[src/rtl/if_align_buf_pkg.sv]
// Shared instruction-fetch alignment definitions: FSM state type, FIFO depth,
// and a helper that classifies a halfword as a 16-bit (compressed) instruction.
// No ports; imported by if_align_buf.
package if_align_buf_pkg;

  localparam int IF_ALIGN_DEPTH = 4;
  localparam int IF_ALIGN_PTR_W = 2;
  localparam int IF_ALIGN_CNT_W = 3;

  typedef enum logic {
    ST_RUN  = 1'b0,
    ST_SKIP = 1'b1
  } type_if_align_state_e;

  // A halfword starts a 32-bit instruction only when its low two bits are 2'b11.
  function automatic logic is_comp(input logic [15:0] hw);
    return (hw[1:0] != 2'b11);
  endfunction

endpackage

[src/rtl/if_align_buf.sv]
// Fetch alignment buffer: turns 32-bit fetch words into aligned 16/32-bit instructions.
// Latency: a word accepted in cycle N is visible on inst_o in cycle N+1 (no bypass).
// Backpressure: word_ready_o drops when fewer than two halfword slots are free or on flush;
//   inst_valid_o/inst_o are held stable while inst_ready_i is low.
// Ports: clk, rst_n (async active-low); word_valid_i/word_ready_o/word_i (fetch side);
//   flush_i/flush_pc_i (redirect); inst_valid_o/inst_ready_i/inst_o/inst_pc_o/inst_comp_o (decode side).
module if_align_buf
  import if_align_buf_pkg::*;
#(
  parameter logic [31:0] RESET_PC = 32'h8000_0000
) (
  input  logic        clk,
  input  logic        rst_n,
  input  logic        word_valid_i,
  output logic        word_ready_o,
  input  logic [31:0] word_i,
  input  logic        flush_i,
  input  logic [31:0] flush_pc_i,
  output logic        inst_valid_o,
  input  logic        inst_ready_i,
  output logic [31:0] inst_o,
  output logic [31:0] inst_pc_o,
  output logic        inst_comp_o
);

  logic [15:0]               r_fifo [IF_ALIGN_DEPTH];
  logic [IF_ALIGN_PTR_W-1:0] r_head;
  logic [IF_ALIGN_CNT_W-1:0] r_count;
  logic [31:0]               r_pc;
  type_if_align_state_e      r_state;

  type_if_align_state_e      w_state_nxt;
  logic [15:0]               w_h0;
  logic [15:0]               w_h1;
  logic                      w_comp;
  logic                      w_inst_valid;
  logic                      w_push;
  logic                      w_pop;
  logic [IF_ALIGN_CNT_W-1:0] w_push_n;
  logic [IF_ALIGN_CNT_W-1:0] w_pop_n;
  logic [IF_ALIGN_PTR_W-1:0] w_tail;
  logic [IF_ALIGN_PTR_W-1:0] w_tail_p1;

  // Head decode and handshakes
  always_comb begin
    w_h0         = r_fifo[r_head];
    w_h1         = r_fifo[r_head + 2'd1];
    w_comp       = is_comp(w_h0);
    // A 32-bit instruction needs both halves buffered; a 16-bit one needs only the head.
    w_inst_valid = ((r_count >= 3'd1) && w_comp) || (r_count >= 3'd2);
    word_ready_o = (r_count <= 3'd2) && !flush_i;
    w_push       = word_valid_i && word_ready_o;
    w_pop        = w_inst_valid && inst_ready_i;

    w_pop_n = '0;
    if (w_pop) begin
      w_pop_n = w_comp ? 3'd1 : 3'd2;
    end

    w_push_n = '0;
    if (w_push) begin
      w_push_n = (r_state == ST_SKIP) ? 3'd1 : 3'd2;
    end

    // Pushes only happen with count <= 2, so count[1:0] is the true offset here.
    w_tail    = r_head + r_count[IF_ALIGN_PTR_W-1:0];
    w_tail_p1 = w_tail + 2'd1;
  end

  // Outputs are purely a function of registered state; zeroed when nothing is issuable.
  always_comb begin
    inst_valid_o = w_inst_valid;
    inst_comp_o  = (r_count >= 3'd1) && w_comp;
    inst_pc_o    = r_pc;
    inst_o       = '0;
    if (w_inst_valid) begin
      inst_o = w_comp ? {16'h0000, w_h0} : {w_h1, w_h0};
    end
  end

  // FSM: ST_SKIP drops the low halfword of the first word after a redirect to an odd-halfword PC.
  always_comb begin
    w_state_nxt = r_state;
    if (flush_i) begin
      w_state_nxt = flush_pc_i[1] ? ST_SKIP : ST_RUN;
    end else if ((r_state == ST_SKIP) && w_push) begin
      w_state_nxt = ST_RUN;
    end
  end

  always_ff @(posedge clk or negedge rst_n) begin
    if (!rst_n) begin
      r_state <= ST_RUN;
    end else begin
      r_state <= w_state_nxt;
    end
  end

  // Pointers, occupancy and PC
  always_ff @(posedge clk or negedge rst_n) begin
    if (!rst_n) begin
      r_head  <= '0;
      r_count <= '0;
      r_pc    <= RESET_PC;
    end else if (flush_i) begin
      r_count <= '0;
      r_pc    <= {flush_pc_i[31:1], 1'b0};
    end else begin
      r_count <= r_count + w_push_n - w_pop_n;
      r_head  <= r_head + w_pop_n[IF_ALIGN_PTR_W-1:0];
      r_pc    <= r_pc + {28'd0, w_pop_n, 1'b0};
    end
  end

  // Halfword storage; writes land at the tail and never overlap live entries.
  always_ff @(posedge clk or negedge rst_n) begin
    if (!rst_n) begin
      for (int i = 0; i < IF_ALIGN_DEPTH; i++) begin
        r_fifo[i] <= '0;
      end
    end else if (w_push && !flush_i) begin
      if (r_state == ST_SKIP) begin
        r_fifo[w_tail] <= word_i[31:16];
      end else begin
        r_fifo[w_tail]    <= word_i[15:0];
        r_fifo[w_tail_p1] <= word_i[31:16];
      end
    end
  end

endmodule

[config.mk]
export PLATFORM = sky130hd
export DESIGN_NAME = if_align_buf
export DESIGN_NICKNAME = d
export VERILOG_FILES = /design/src/rtl/if_align_buf_pkg.sv /design/src/rtl/if_align_buf.sv
export SDC_FILE = /design/constraint.sdc
export NUM_CORES = 1
export LEC_CHECK = 0
export ABC_AREA = 1
export CORE_AREA = 2 2 136 138
export CTS_CLUSTER_DIAMETER = 60
export DETAILED_ROUTE_END_ITERATION = 8
export DIE_AREA = 0 0 138 140
export PLACE_DENSITY = 0.72
export SLEW_MARGIN = 0
export SYNTH_ARGS = -nofsm -noshare
export SYNTH_HDL_FRONTEND = slang
export SYNTH_SLANG_ARGS = --single-unit
[constraint.sdc]
create_clock -name clk -period 5.7 [get_ports clk]
set_input_delay 0.57 -clock clk [delete_from_list [all_inputs] [get_ports clk]]
set_output_delay 0.57 -clock clk [all_outputs]
set_load 0.03 [all_outputs]
# Word-level counts from Yosys, hierarchy flattened
# Cells that the tools add are included.
# totals
register_bits	102
input_bits	69
output_inout_bits	67
# op_classes
add_sub_neg	7
magnitude_cmp	9
eq_ne	1
muxes	25
bitwise	4
n_reduce_logical	11
# op_table
operator	n
64-bit bitwise mux	3
16-bit 2-to-1 mux	6
32-bit 2-to-1 mux	3
16-bit binary-select mux with 2-bit select	2
16-bit demux with 2-bit select	2
64-bit 2-to-1 mux	1
32-bit by 3-bit adder with 32-bit output	1
3-bit >= comparator, second input constant	4
2-bit NOT with 3-bit output	4
1-bit logical AND	8
2-bit 2-to-1 mux	4
3-bit by 1-bit less-than comparator with 1-bit output, second input constant	2
2-bit by 1-bit adder with 2-bit output, second input constant	2
2-bit adder	2
3-bit by 2-bit adder with 3-bit output	1
3-bit by 1-bit >= comparator with 1-bit output, second input constant	1
3-bit by 2-bit >= comparator with 1-bit output, second input constant	1
3-bit by 2-bit <= comparator with 1-bit output, second input constant	1
1-bit 2-to-1 mux	3
3-bit 2-to-1 mux	1
3-bit by 2-bit subtractor with 3-bit output	1
2-bit inequality test, second input constant	1
2-bit nonzero test	1
1-bit zero test	1
1-bit logical OR	1

# Longest topological paths before layout
# logic_depth
depth_word	11
depth_mapped	21

# Worst setup path after synthesis
# OpenSTA, ideal clock, no wires.
# synth_timing
kind	flip-flop to flip-flop
from	reg r_head[0]
to	reg r_pc[19], in the netlist inst_pc_o[19]
arrival_time_ns	2.373
path_slack_ns	3.204
path_stages_with_launch	20
period_less_slack_ns	2.496
path_cell_list	dfrtp_1 -> clkinv_1 -> nand2_1 -> nand3_2 -> nand2_4 -> nor2_8 -> inv_2 -> o21ai_2 -> nor2_1 -> ha_1 -> fa_1 -> nand2_1 -> nor2_2 -> nand3_1 -> inv_1 -> nand2_1 -> nor2_2 -> nand3_1 -> nand2_1 -> o21ai_1
# synth_between
elab_chain_len	11
elab_cells_between_ends	12
cone_classes	1 x add/sub; 1 x eq/ne; 6 x mux; 1 x bitwise; 3 x reduce/logical
# synth_rtl
item	line	text
from (decl)	if_align_buf.sv:27	logic [IF_ALIGN_PTR_W-1:0] r_head;
from (signal assigned)	if_align_buf.sv:110	r_head <= r_head + w_pop_n[IF_ALIGN_PTR_W-1:0];
2-bit NOT with 3-bit output (implied by the code) (*)	if_align_buf.sv:46	w_h0 = r_fifo[r_head];
16-bit binary-select mux with 2-bit select (*)	if_align_buf.sv:46	
16-bit 2-to-1 mux (implied by the code) (*) (2 in series)	if_align_buf.sv:46	
2-bit inequality test (*)	if_align_buf_pkg.sv:17	return (hw[1:0] != 2'b11);
1-bit logical AND	if_align_buf.sv:50	w_inst_valid = ((r_count >= 3'd1) && w_comp) || (r_count >= 3'd2);
1-bit logical OR	if_align_buf.sv:50	
1-bit logical AND	if_align_buf.sv:53	w_pop = w_inst_valid && inst_ready_i;
2-bit 2-to-1 mux (*)	if_align_buf.sv:56	if (w_pop) begin
32-bit by 3-bit adder with 32-bit output (*)	if_align_buf.sv:111	r_pc <= r_pc + {28'd0, w_pop_n, 1'b0};
32-bit 2-to-1 mux (*)	if_align_buf.sv:105	end else if (flush_i) begin
to (signal assigned)	if_align_buf.sv:107	r_pc <= {flush_pc_i[31:1], 1'b0};
to (signal assigned)	if_align_buf.sv:111	
to (decl)	if_align_buf.sv:29	logic [31:0] r_pc;
# Mark *: on every way between the ends. The rest lies on a longest branch, timed or not. The select of a mux whose other input is x is not followed.
# A chain may end at the register's enable or synchronous reset.

# Final worst setup path
# layout_timing
from	reg r_head[1]
to	out inst_o[19]
# layout_between
elab_chain_len	8
elab_cells_between_ends	14
cone_classes	1 x add/sub; 1 x eq/ne; 8 x mux; 2 x bitwise; 2 x reduce/logical
# layout_rtl
item	line	text
branches (longest 7 deep; another with 2-bit by 1-bit adder with 2-bit output)	n/a	
32-bit 2-to-1 mux (*)	if_align_buf.sv:76	if (w_inst_valid) begin
to (decl)	if_align_buf.sv:21	output logic [31:0] inst_o,
# Every way passes the cells marked *. The select of a mux whose other input is x is not followed.

==> out/metrics.csv <==
stage;metric;value;unit
status;status;finished clean;
timing;tns;0;ns
global_routing;antenna_found_initial;0;
yosys;syn_area_per_cell;7.25;µm²
cts;cts_hold_buf;0;
finish;drive_gt1_frac;0.0863;
yosys;yosys.area.top_type_share;0.359;
die;initial_core_util;0.392;
placement;dp.cells;1279;
yosys;synthFlopType;dfrtp_1;
finish;final_util;0.489;
routing;ant_nets;0;
finish;synthToLayoutAreaGrowth;24.7;%
die;die_w;138;µm
yosys;synth_top_cell_by_area;dfrtp_1;
finish;multi_input_area;3800;µm²
yosys;synth_cell_types;43;
cts;cts_sinks;101;
yosys;synth-edff-count;0;
timing;setup_viol;0;
timing;hold_viol;0;
global_routing;grt_use_total;0.230;
worst_setup_path;startpoint_type;register;
worst_setup_path;worst_path_largest_cell_delay;0.74;ns
worst_setup_path;reg2regPathDepth;10;
global_routing;grt_first_pass_wirelength;35600;µm
pwr;leakage;3.65;nW
placement;dpl.hpwl;15200;µm
cts;clock_latency;0.37;ns
cts;cts_resized;0;
worst_hold_path;hold_path_class;in -> async;
die;io_pins;136;
timing;tightest_slew;1.27;ns
yosys;ys_warn_count;0;
yosys;synth.net_count;1049;
cts;clockBufferDepth;2;
die;die_y;140;µm
timing;rsz0062_at_grt;false;
flow_run;drv_cap;0;
worst_setup_path;r2r_start;r_head[0];
die;core;17800;µm²
yosys;seq_area_frac_synth;0.362;
pwr;peakVddDrop;0.346;mV
global_routing;grt_pass1_vias;6656;
finish;nFillCells;1736;
worst_setup_path;crit_start;r_head[1];
worst_setup_path;crit_type;reg -> out;
routing;wl;22500;µm
timing;clock_skew;0.0118;ns
cts;htreeDepth;3;
cts;numCtsBuffers;9;
placement;gp_congestion;0.921;
yosys;synth_cells;963;
worst_setup_path;cp_cell_sequence;buf_4, inv_2, nand3_1, nand2_2, nor2_8, nand2_1, a221oi_1, clkdlybuf4s50_1;
finish;nets;1147;
yosys;ys_ff_latch;101;
yosys;async_reset_ff_frac;1.00;
finish;diodes;0;
timing;relSlewSlack;0.154;
global_routing;grt-ovfl-total;0;
die;placementRows;49;
worst_setup_path;cp_data_required_time;5.13;ns
routing;first_pass_iters;6;
routing;drc_errors;0;
routing;drt-vias-per-instance;5.58;
cts;path_clk_slew;0.08;ns
cts;cts-root-buf;clkbuf_16;
placement;port-buffer-count;133;
worst_setup_path;worst_ep_arrival_time;3.69;ns
pwr;powerDensity;573;nW/µm²
die;dieArea;19300;µm²
pwr;power;4.99;mW
global_routing;grt_max_degree;70;
cts;cts_tree;done;
cts;post_cts_buffers;0;
timing;fmax;0.235;GHz
worst_setup_path;rr_endpoint;r_fifo[23];
worst_setup_path;cp_max_fo;35;
timing;report.final.slew_viol_count;0;
finish;sequential_cell_area;2530;µm²
yosys;synthTopCellsByArea;dfrtp_1, nand2_1, o21ai_0;
routing;vias;7223;
worst_setup_path;crit_slowest_cell;clkdlybuf4s50_1;
timing;min_period;4.26;ns
yosys;synth_area;6980;µm²
timing;period_share;0.747;
routing;wire_per_inst;17.4;µm
worst_setup_path;critPathCaptureType;output port;
finish;final_cells;1295;
routing;drt_iter0_markers;644;
worst_setup_path;reg2reg_slack;2.11;ns
[per-stage QoR]
stage	hold slack, ns	area (µm²)	setup WS, ns
floorplan	0.274	6980	3.20
global placement	0.519	8400	1.90
detailed placement	0.525	8400	1.92
CTS	0.369	8700	1.53
global route	0.408	8700	1.26
finish	0.326	8700	1.44
[synth_stat cells, drive strengths merged (12+ instances only)]
master,number
nor3,13
buf,31
mux2,12
dfrtp,100
ha,14
a21oi,37
xor2,12
o22ai,51
inv,96
o21ai,116
clkbuf,26
nand3,33
o221ai,13
a31oi,22
nand2,238
nor2,107
[layout make-up]
class,instances,area share
Tap cell,229,0.0329
Clock inverter,5,0.00590
Inverter,97,0.0421
Multi-Input combinational cell,708,0.437
Sequential cell,101,0.291
Clock buffer,11,0.0290
Timing Repair Buffer,144,0.162
[layer usage]
layer  track usage  vias up  wire length [µm]
met4        0.0827        0               566
met1         0.315     3375              9820
li1              -     3436                 -
met5             0        -                 0
met3        0.0455       51              1990
met2         0.361      361             10200
[how the worst max path moves through the flow]
| stage | end | cells after the start |
|---|---|---|
| detailed placement | inst_o[19] | 8 |
| global placement | inst_o[19] | 8 |
| global route | inst_o[31] | 8 |
| CTS | inst_o[19] | 8 |
| finish | inst_o[19] | 8 |
| floorplan | inst_pc_o[19] | 19 |
[registers in the layout, indices dropped and copies added (netlist names)]
signal and flops:
inst_pc_o 31, r_count 3, r_fifo 64, r_head 2
r_state 1
[cells in the final DEF (no fill, tap or decap), drive strengths merged, types with 13 or more instances in the layout]
cell type,count
nor2,107
nor3,13
o22ai,51
nand2,238
o21ai,116
a21oi,37
nand3,33
a31oi,22
inv,99
o221ai,13
clkdlybuf4s50,132
ha,14
dfrtp,100
[cell families (layout without fill, tap and decap cells)]
| kind of cell | count (synthesis) | count (layout) | share of synthesized area |
|---|---|---|---|
| adders and majority gates | 17 | 17 | 0.0337 |
| DFF | 101 | 101 | 0.362 |
| buffers and inverters | 154 | 257 | 0.0931 |
| xor gates and xnor gates | 17 | 17 | 0.0213 |
| muxes | 12 | 12 | 0.0194 |
| AOI/OAI and AO/OA | 255 | 255 | 0.219 |
| and+or+nand+nor | 406 | 406 | 0.251 |
| other | 1 | 1 | 0.000537 |
[worst max-delay path: cells and delay by family, from the launching register on]
| kind | cells | cell delay, ns |
|---|---|---|
| buffers and inverters | 3 | 1.48 |
| AND/OR/NAND/NOR | 4 | 1.02 |
| AO/OA/AOI/OAI | 1 | 0.49 |
| flip-flops | 1 | 0.33 |
[report_power, final]
| group | internal [mW] | switching (mW) | total (mW) |
|---|---|---|---|
| combinational | 1.06 | 2.12 | 3.18 |
| clock | 0.330 | 0.315 | 0.646 |
| sequential | 0.978 | 0.184 | 1.16 |
Note: power is estimated with default switching activity, not from simulation.
